**config.mk**
```make
export PLATFORM = sky130hd
export DESIGN_NAME = uart_tx_buffer
export DESIGN_NICKNAME = d
export VERILOG_FILES = /design/src/rtl/uart_pkg.sv /design/src/rtl/uart_sync_fifo.sv /design/src/rtl/uart_tx_buffer.sv
export SDC_FILE = /design/constraint.sdc
export NUM_CORES = 1
export LEC_CHECK = 0
export CAP_MARGIN = 40
export CORE_AREA = 2 2 138 153
export CTS_CLUSTER_SIZE = 20
export DETAILED_ROUTE_END_ITERATION = 8
export DIE_AREA = 0 0 140 155
export PLACE_DENSITY = 0.54
export REMOVE_ABC_BUFFERS = 1
export SYNTH_ARGS = -nofsm -noshare
export SYNTH_HDL_FRONTEND = slang
export SYNTH_SLANG_ARGS = --single-unit
```
**constraint.sdc**
```tcl
create_clock -name clk_i -period 4.25 [get_ports clk_i]
set_input_delay 0.6375 -clock clk_i [delete_from_list [all_inputs] [get_ports clk_i]]
set_output_delay 0.6375 -clock clk_i [all_outputs]
set_load 0.05 [all_outputs]
```
**src/rtl/uart_pkg.sv**
```systemverilog
// uart_pkg: shared UART data width, FIFO depth defaults and tx FSM state encoding.
package uart_pkg;
  localparam int UART_DATA_W_DEF = 8;
  localparam int UART_FIFO_DEPTH_DEF = 16;
  typedef enum logic [1:0] {IDLE, LOAD, START, WAIT_DONE} tx_state_e;
endpackage

```
**src/rtl/uart_sync_fifo.sv**
```systemverilog
// uart_sync_fifo: power-of-two synchronous FIFO with level count and sync clear.
module uart_sync_fifo #(
  parameter int DW = 8,
  parameter int DEPTH = 16,
  localparam int AW = $clog2(DEPTH)
) (
  input  logic          clk_i,
  input  logic          rst_ni,
  input  logic          clr,
  input  logic          push,
  input  logic          pop,
  input  logic [DW-1:0] wdata,
  output logic [DW-1:0] rdata,
  output logic [AW:0]   level,
  output logic          empty,
  output logic          full
);
  logic [DW-1:0] mem [DEPTH];
  logic [AW-1:0] wr_ptr, rd_ptr;
  logic do_push, do_pop;
  // clear wins over a same-cycle push; a pop frees no room for a same-cycle push
  assign do_push = push && !full && !clr;
  assign do_pop = pop && !empty;
  assign rdata = mem[rd_ptr];
  assign empty = level == '0;
  assign full = level == (AW+1)'(DEPTH);
  always_ff @(posedge clk_i or negedge rst_ni) begin
    if (!rst_ni) begin
      wr_ptr <= '0;
      rd_ptr <= '0;
      level <= '0;
    end else if (clr) begin
      wr_ptr <= '0;
      rd_ptr <= '0;
      level <= '0;
    end else begin
      if (do_push) wr_ptr <= wr_ptr + 1'b1;
      if (do_pop) rd_ptr <= rd_ptr + 1'b1;
      level <= level + (AW+1)'(do_push) - (AW+1)'(do_pop);
    end
  end
  always_ff @(posedge clk_i) if (do_push) mem[wr_ptr] <= wdata;
endmodule

```
**src/rtl/uart_tx_buffer.sv**
```systemverilog
// uart_tx_buffer: host write FIFO that launches one tx_module frame per stored byte.
module uart_tx_buffer
  import uart_pkg::*;
#(
  parameter int MAX_UART_DATA_W = UART_DATA_W_DEF,
  parameter int FIFO_DEPTH = UART_FIFO_DEPTH_DEF,
  localparam int ADDR_W = $clog2(FIFO_DEPTH)
) (
  input  logic                       clk_i,
  input  logic                       rst_ni,
  input  logic                       enable_i,
  input  logic                       flush_i,
  input  logic                       wr_valid_i,
  input  logic [MAX_UART_DATA_W-1:0] wr_data_i,
  output logic                       wr_ready_o,
  output logic                       tx_start_o,
  output logic [MAX_UART_DATA_W-1:0] tx_data_o,
  input  logic                       tx_done_i,
  output logic [ADDR_W:0]            level_o,
  output logic                       empty_o,
  output logic                       full_o,
  output logic                       overflow_o,
  output logic                       busy_o
);
  tx_state_e state;
  logic pop;
  logic [MAX_UART_DATA_W-1:0] rdata;
  assign pop = state == IDLE && enable_i && !empty_o;
  assign wr_ready_o = !full_o;
  assign busy_o = state != IDLE;
  uart_sync_fifo #(.DW(MAX_UART_DATA_W), .DEPTH(FIFO_DEPTH)) u_fifo (
    .clk_i(clk_i),
    .rst_ni(rst_ni),
    .clr(flush_i),
    .push(wr_valid_i),
    .pop(pop),
    .wdata(wr_data_i),
    .rdata(rdata),
    .level(level_o),
    .empty(empty_o),
    .full(full_o)
  );
  // flush leaves the frame in flight alone; only the queued words are dropped
  always_ff @(posedge clk_i or negedge rst_ni) begin
    if (!rst_ni) begin
      state <= IDLE;
      tx_start_o <= 1'b0;
      tx_data_o <= '0;
    end else begin
      tx_start_o <= state == LOAD;
      case (state)
        IDLE: if (pop) begin
          state <= LOAD;
          tx_data_o <= rdata;
        end
        LOAD: state <= START;
        START: state <= WAIT_DONE;
        WAIT_DONE: if (tx_done_i) state <= IDLE;
        default: state <= IDLE;
      endcase
    end
  end
  always_ff @(posedge clk_i or negedge rst_ni) begin
    if (!rst_ni) overflow_o <= 1'b0;
    else if (flush_i) overflow_o <= 1'b0;
    else if (wr_valid_i && full_o) overflow_o <= 1'b1;
  end
endmodule

```
==> results of run 1 <==
-- how the worst max path moves through the flow --
stage                                    startpoint                         to  slack (ns)  cells after the start
after floorplan           u_fifo.level[2]$_DFF_PN0_  u_fifo.level[4]$_DFF_PN0_        1.20                     12
after global placement                     enable_i  u_fifo.level[4]$_DFF_PN0_        1.13                     12
after detailed placement                   enable_i  u_fifo.level[4]$_DFF_PN0_        1.06                     12
after CTS                 u_fifo.level[3]$_DFF_PN0_                    empty_o        1.15                      5
after global routing      u_fifo.level[2]$_DFF_PN0_  u_fifo.level[4]$_DFF_PN0_        1.01                     13
final                     u_fifo.level[3]$_DFF_PN0_                    empty_o        1.19                      5
-- tightest hold or removal path: cells and delay by family, from the launching register on --
kind | cells | cell delay [ns]
AOI/OAI and AO/OA | 1 | 0.04
and+or+nand+nor | 1 | 0.08
DFF | 1 | 0.34
-- power by group --
part | total (mW) | switching, mW | internal (mW) | leakage (nW)
clock | 1.44 | 0.580 | 0.863 | 0.274
combinational | 1.14 | 0.693 | 0.452 | 0.838
sequential | 1.83 | 0.0970 | 1.74 | 1.46
-- registers in the layout (all words and copies together) (netlist names) --
| signal | flops |
|---|---|
| u_fifo.mem | 128 |
| tx_data_o | 8 |
| tx_start_o | 1 |
| u_fifo.rd_ptr | 4 |
| state | 2 |
| u_fifo.wr_ptr | 4 |
| overflow_o | 1 |
| u_fifo.level | 5 |
-- cell type report --
| cell class | instances | area, um^2 | area share [%] |
|---|---|---|---|
| sequential | 153 | 4470 | 58.7 |
| multi-input combinational | 160 | 1690 | 22.3 |
| timing repair buffer | 52 | 503 | 6.61 |
| clock buffer | 20 | 437 | 5.74 |
| tap | 256 | 320 | 4.21 |
| clock inverter | 12 | 126 | 1.66 |
| inverter | 16 | 60.1 | 0.789 |
-- per-stage QoR --
step | setup slack (ns) | cells | util [%]
detailed placement | 1.06 | 636 | 34.7
floorplan | 1.20 | 329 | -
global route | 1.01 | 669 | 37.5
finish | 1.19 | 669 | 37.5
CTS | 1.15 | 668 | 37.5
global placement | 1.13 | 623 | 34.0
-- logic make-up after synthesis --
logic type      count (synthesis)
compound gates                 23
xor+xnor                        8
fa+ha+maj                      17
buf+inv                        32
flops                         153
mux                            43
simple gates                   69
-- layer usage --
metal	part of all wire, %	up-vias	global-route usage [%]
li1	-	1450	-
met1	43	1665	15.1
met2	53	42	22.2
met3	2.5	17	2.40
met4	1.9	0	5.68
met5	0	-	0
-- layout by cell type (no fill, tap or decap), types with 2 or more instances in the layout --
master           instances
nand2b_1                 2
edfxtp_1               128
a21oi_1                  3
buf_4                   18
a221oi_2                 8
nand3_1                  5
clkbuf_1                 3
nand2_1                  6
clkdlybuf4s50_1         32
and3_1                   3
ha_1                    16
xor2_1                   5
clkinv_2                 5
nor2_1                  37
inv_1                   16
mux4_2                  32
dfrtp_1                 23
dfrtp_2                  2
bufinv_16                2
mux2i_1                 10
clkbuf_16               17
inv_6                    2
xnor2_1                  3
clkinvlp_4               2
nor2b_1                  4
or2_2                    2
o22ai_1                  8
==> impl_metrics.py, run 1 <==
metrics = {
    "timing": {
        "finalMaxSlewViolations": 0,
        "worstMarginPinSlew_ns": 0.703,
        "finClkSkew_ns": 0.00503,
        "fmax_mhz": 326,
        "rsz0062_at_grt": "false",
        "final-hold-violation-count": 0,
        "min_period_ns": 3.06,
        "fin_hold_ws_ns": 0.498,
        "setup_violations": 0,
        "tns_ns": 0,
        "slew_headroom_pct": 53.0,
        "period_share_pct": 72.1,
    },
    "global_routing": {
        "grt_max_degree": 31,
        "grt_usage_pct": 12.6,
        "antenna_found_initial": 0,
        "grt_pass1_vias": 3396,
        "overflow": 0,
        "grt_pass1_wl_mm": 20.0,
    },
    "critical_path": {
        "reg2reg_from": "u_fifo.level[3]$_DFF_PN0_",
        "cp_num_buf_inv": 3,
        "r2r_cells": 13,
        "critPathMostFrequentCell": "inv_1",
        "r2r_end": "u_fifo.level[4]$_DFF_PN0_",
        "crit_path_top_delay_cell": "clkdlybuf4s50_1",
        "critical_path_class": "reg -> out",
        "crit_path_start_kind": "flop",
        "worst_path_dominant_cell_family": "buffers and inverters",
        "crit_path_cell_trace": "inv_1, ha_1, or4b_4, inv_1, clkdlybuf4s50_1",
        "ff2ff_setup_slack_ns": 1.25,
        "cp.arrival_ns": 2.43,
        "crit_required_ns": 3.61,
        "path_max_fanout": 5,
        "critical_path.max_stage_delay_ns": 0.79,
        "endpoint_kind": "output port",
    },
    "floorplan": {
        "top_level_ports": 33,
        "rows": 55,
        "die_area_um2": 21700,
        "die_h_um": 155,
        "start_util_pct": 31.2,
        "die_w_um": 140,
        "fp.coreArea_um2": 20300,
    },
    "drt": {
        "drt_iter0_drc": 201,
        "wl_mm": 12.6,
        "via_per_inst": 4.74,
        "antenna_left": 0,
        "vias": 3174,
        "drc": 0,
        "wl_per_cell_um": 18.9,
        "firstDrtPassIters": 6,
    },
    "yosys": {
        "ys_async_sr_fraction_pct": 16.3,
        "syn_avg_cell_area_um2": 18.3,
        "synth-edff-count": 128,
        "syn_inst": 345,
        "yosys-top-cells-area": "edfxtp_1 (61%), mux4_2 (11%), dfrtp_1 (9.9%)",
        "post-synth-top-area-cell": "edfxtp_1",
        "synth.distinct_cells": 39,
        "synth_seq_area_share_pct": 70.6,
        "mappedNetlistArea_um2": 6330,
        "synth_flop_cell": "edfxtp_1",
        "synth.mux.area_fraction_pct": 13.1,
        "synth-simple-area-share_pct": 5.42,
        "post-synth-top-count-cell": "edfxtp_1",
        "synth_xor_area_share_pct": 1.11,
        "ys_warn_count": 0,
        "ys_seq_elements": 153,
        "synth.top_cells.by_count": "edfxtp_1 (128), nor2_1 (37), mux4_2 (32), dfrtp_1 (25)",
        "synth-adder-area-share_pct": 3.48,
        "synth_top_area_share_pct": 60.7,
        "synth_top_family_by_area": "multiplexers",
        "synth_compound_area_share_pct": 3.62,
    },
    "status": {
        "status": "finished clean",
    },
    "placed_design": {
        "hpwl_mm": 8.59,
        "place_area_um2": 7040,
        "globalplace.congestion": 0.716,
        "io_buffers": 32,
    },
    "pwr": {
        "ir_drop_uv": 291,
        "leakagePower_nw": 2.58,
        "powerDensity_nw_per_um2": 581,
        "total_power_mw": 4.42,
    },
    "cts": {
        "cts_hold_buf": 0,
        "root_buffer": "clkbuf_16",
        "cts_tree": "yes",
        "insertion_delay_ns": 0.42,
        "clock_sinks": 153,
        "cts_resized": 0,
        "path_clk_slew_ns": 0.06,
        "cts_setup_buffers": 0,
        "cts_made_buffers": 17,
        "htree_levels": 4,
        "clk_path_buf_depth": 2,
    },
    "cells_and_area": {
        "final_nets": 431,
        "area_growth_syn_to_layout_pct": 20.3,
        "layout-drive-gt1-share_pct": 24.2,
        "design_area_um2": 7610,
        "antenna_cells": 0,
        "nFillCells": 1819,
    },
    "worst_hold_path": {
        "whs_path_depth": 2,
        "hold_class": "reg -> reg",
        "hold_start": "overflow_o$_DFFE_PN0P_",
        "holdPathEnd": "overflow_o$_DFFE_PN0P_",
    },
    "flow_run": {
        "drv_cap": 0,
    },
}
No activity file was read; power rests on OpenSTA's default activity.
==> inputs of run 2 (changes only) <==
--- a/config.mk
+++ b/config.mk
@@ -10,7 +10,7 @@
 export CTS_CLUSTER_SIZE = 20
 export DETAILED_ROUTE_END_ITERATION = 8
 export DIE_AREA = 0 0 140 155
-export PLACE_DENSITY = 0.54
+export PLACE_DENSITY = 0.56
 export REMOVE_ABC_BUFFERS = 1
 export SYNTH_ARGS = -nofsm -noshare
 export SYNTH_HDL_FRONTEND = slang
==> constraint.sdc (replaced) <==
create_clock -name clk_i -period 2.8 [get_ports clk_i]
set_input_delay 0.42 -clock clk_i [delete_from_list [all_inputs] [get_ports clk_i]]
set_output_delay 0.42 -clock clk_i [all_outputs]
set_load 0.05 [all_outputs]
==> impl_metrics.py, run 2 (synthesis results as in run 1) <==
metrics = {
    "pwr": {
        "powerDensity_nw_per_um2": 891,
        "leakagePower_nw": 2.65,
        "ir_drop_uv": 345,
    },
    "cells_and_area": {
        "final_nets": 442,
        "area_growth_syn_to_layout_pct": 22.2,
        "antenna_cells": 0,
        "layout-drive-gt1-share_pct": 28.8,
        "regMostFlops": "u_fifo.mem",
        "layout_top_registers": "u_fifo.mem x128, tx_data_o x8, u_fifo.level x5",
        "layout_common_cells": "edfxtp_1 (128), nor2_1 (37), mux4_2 (32)",
        "layout_commonest_cell": "edfxtp_1",
        "largest_reg_flops": 128,
        "final_core_util_pct": 38.1,
    },
    "cts": {
        "cts_hold_buf": 0,
        "root_buffer": "clkbuf_16",
        "insertion_delay_ns": 0.42,
        "cts_tree": "yes",
        "htree_levels": 4,
        "path_clk_slew_ns": 0.06,
        "clk_path_buf_depth": 2,
        "cts_made_buffers": 17,
        "clock_sinks": 153,
    },
    "critical_path": {
        "path_max_fanout": 2,
        "cp.arrival_ns": 2.98,
        "endpoint_kind": "flop",
        "critical_path_class": "reg -> reg",
        "crit_path_start_kind": "flop",
        "crit_required_ns": 3.10,
    },
    "timing": {
        "final-hold-violation-count": 0,
        "slew_headroom_pct": 57.8,
        "worstMarginPinSlew_ns": 0.633,
        "period_share_pct": 95.7,
        "setup_violations": 0,
        "rsz0062_at_grt": "false",
        "finalMaxSlewViolations": 0,
        "fmax_mhz": 373,
        "min_period_ns": 2.68,
        "finClkSkew_ns": 0.0103,
        "timing.final.ws_setup_ns": 0.122,
    },
    "placed_design": {
        "hpwl_mm": 8.35,
        "globalplace.congestion": 0.718,
        "io_buffers": 32,
        "post-place-ws_ns": -0.0110,
    },
    "drt": {
        "firstDrtPassIters": 6,
        "top_layer_used": "met4",
        "via_per_inst": 4.67,
        "dr_wl_met2_mm": 6.46,
        "drc": 0,
        "wl_met3_um": 323,
        "met1_length_mm": 5.59,
        "vias": 3178,
        "wl_per_cell_um": 18.5,
        "wl_mm": 12.6,
        "drt_iter0_drc": 205,
        "antenna_left": 0,
    },
    "floorplan": {
        "rows": 55,
        "start_util_pct": 31.2,
        "die_w_um": 140,
        "die_area_um2": 21700,
        "top_level_ports": 33,
        "fp.coreArea_um2": 20300,
        "die_h_um": 155,
    },
    "status": {
        "status": "finished clean",
    },
    "global_routing": {
        "grt_usage_pct": 12.3,
        "antenna_found_initial": 0,
        "grt_pass1_wl_mm": 19.8,
        "grt_pass1_vias": 3421,
        "grt_max_degree": 27,
        "overflow": 0,
    },
    "worst_hold_path": {
        "hold_class": "in -> async",
    },
    "flow_run": {
        "drv_cap": 0,
    },
}
-- run 2: critical path: stages (launching register included) --
cell      delay [ns]
dfrtp_1         0.39
inv_2           0.06
ha_2            0.16
or4b_4          0.46
and2_4          0.16
ha_4            0.21
inv_2           0.05
ha_2            0.16
inv_1           0.06
fa_2            0.39
nor2b_2         0.13
o21bai_1        0.10
a21oi_1         0.18
nor3b_2         0.06
-- run 2: layer usage --
metal | vias up | GRT usage, %
li1 | 1465 | -
met1 | 1652 | 15.4
met2 | 46 | 20.7
met3 | 15 | 3.14
met4 | 0 | 4.28
met5 | - | 0
-- run 2: path summary, 6_finish.rpt --
path	from	to	slack, ns	depth (start not counted)
setup reg to reg	u_fifo.level[3]$_DFF_PN0_	u_fifo.level[4]$_DFF_PN0_	0.12	13
max in group asynchronous	rst_ni	u_fifo.rd_ptr[1]$_DFFE_PN0P_	2.12	2
setup / recovery	u_fifo.level[3]$_DFF_PN0_	u_fifo.level[4]$_DFF_PN0_	0.12	13
hold reg to reg	overflow_o$_DFFE_PN0P_	overflow_o$_DFFE_PN0P_	0.51	2
min in group clk_i	overflow_o$_DFFE_PN0P_	overflow_o$_DFFE_PN0P_	0.51	2
hold / removal	rst_ni	overflow_o$_DFFE_PN0P_	0.38	2
-- run 2: area by class of cell --
class	instances	area (um^2)
flip-flops and latches	153	4470
well taps	256	320
clock buffers	17	425
multi-input cells	160	1720
repair buffers	63	563
clock inverters	15	170
fillers	1818	12600
inverters	16	60.1
-- run 2: report_power, final --
group          internal (mW)  switching, mW  total (mW)
clock network           1.28           1.01        2.29
registers               2.63          0.121        2.76
logic                  0.748           1.09        1.84
-- run 2: timing repair --
| item | 4_1_cts | 5_1_grt |
|---|---|---|
| hold endpoints to repair | 0 | 0 |
| buffers inserted | 1 | 3 |
| pin swaps | 1 | 3 |
| endpoints found under the setup margin | 1 | 1 |
| resized for setup | 1 | 8 |
-- run 2: through the flow --
step	cell area (um^2)	total power [mW]	std cells	hold WS, ns	TNS, ns
2_1_floorplan	6220	3.99	329	0.124	-0.352
3_3_place_gp	7080	4.54	644	0.488	0
3_5_place_dp	7080	4.58	644	0.493	-0.0110
4_1_cts	7690	6.89	677	0.395	0
5_1_grt	7730	7.19	680	0.407	0
6_report	7730	6.88	680	0.383	0
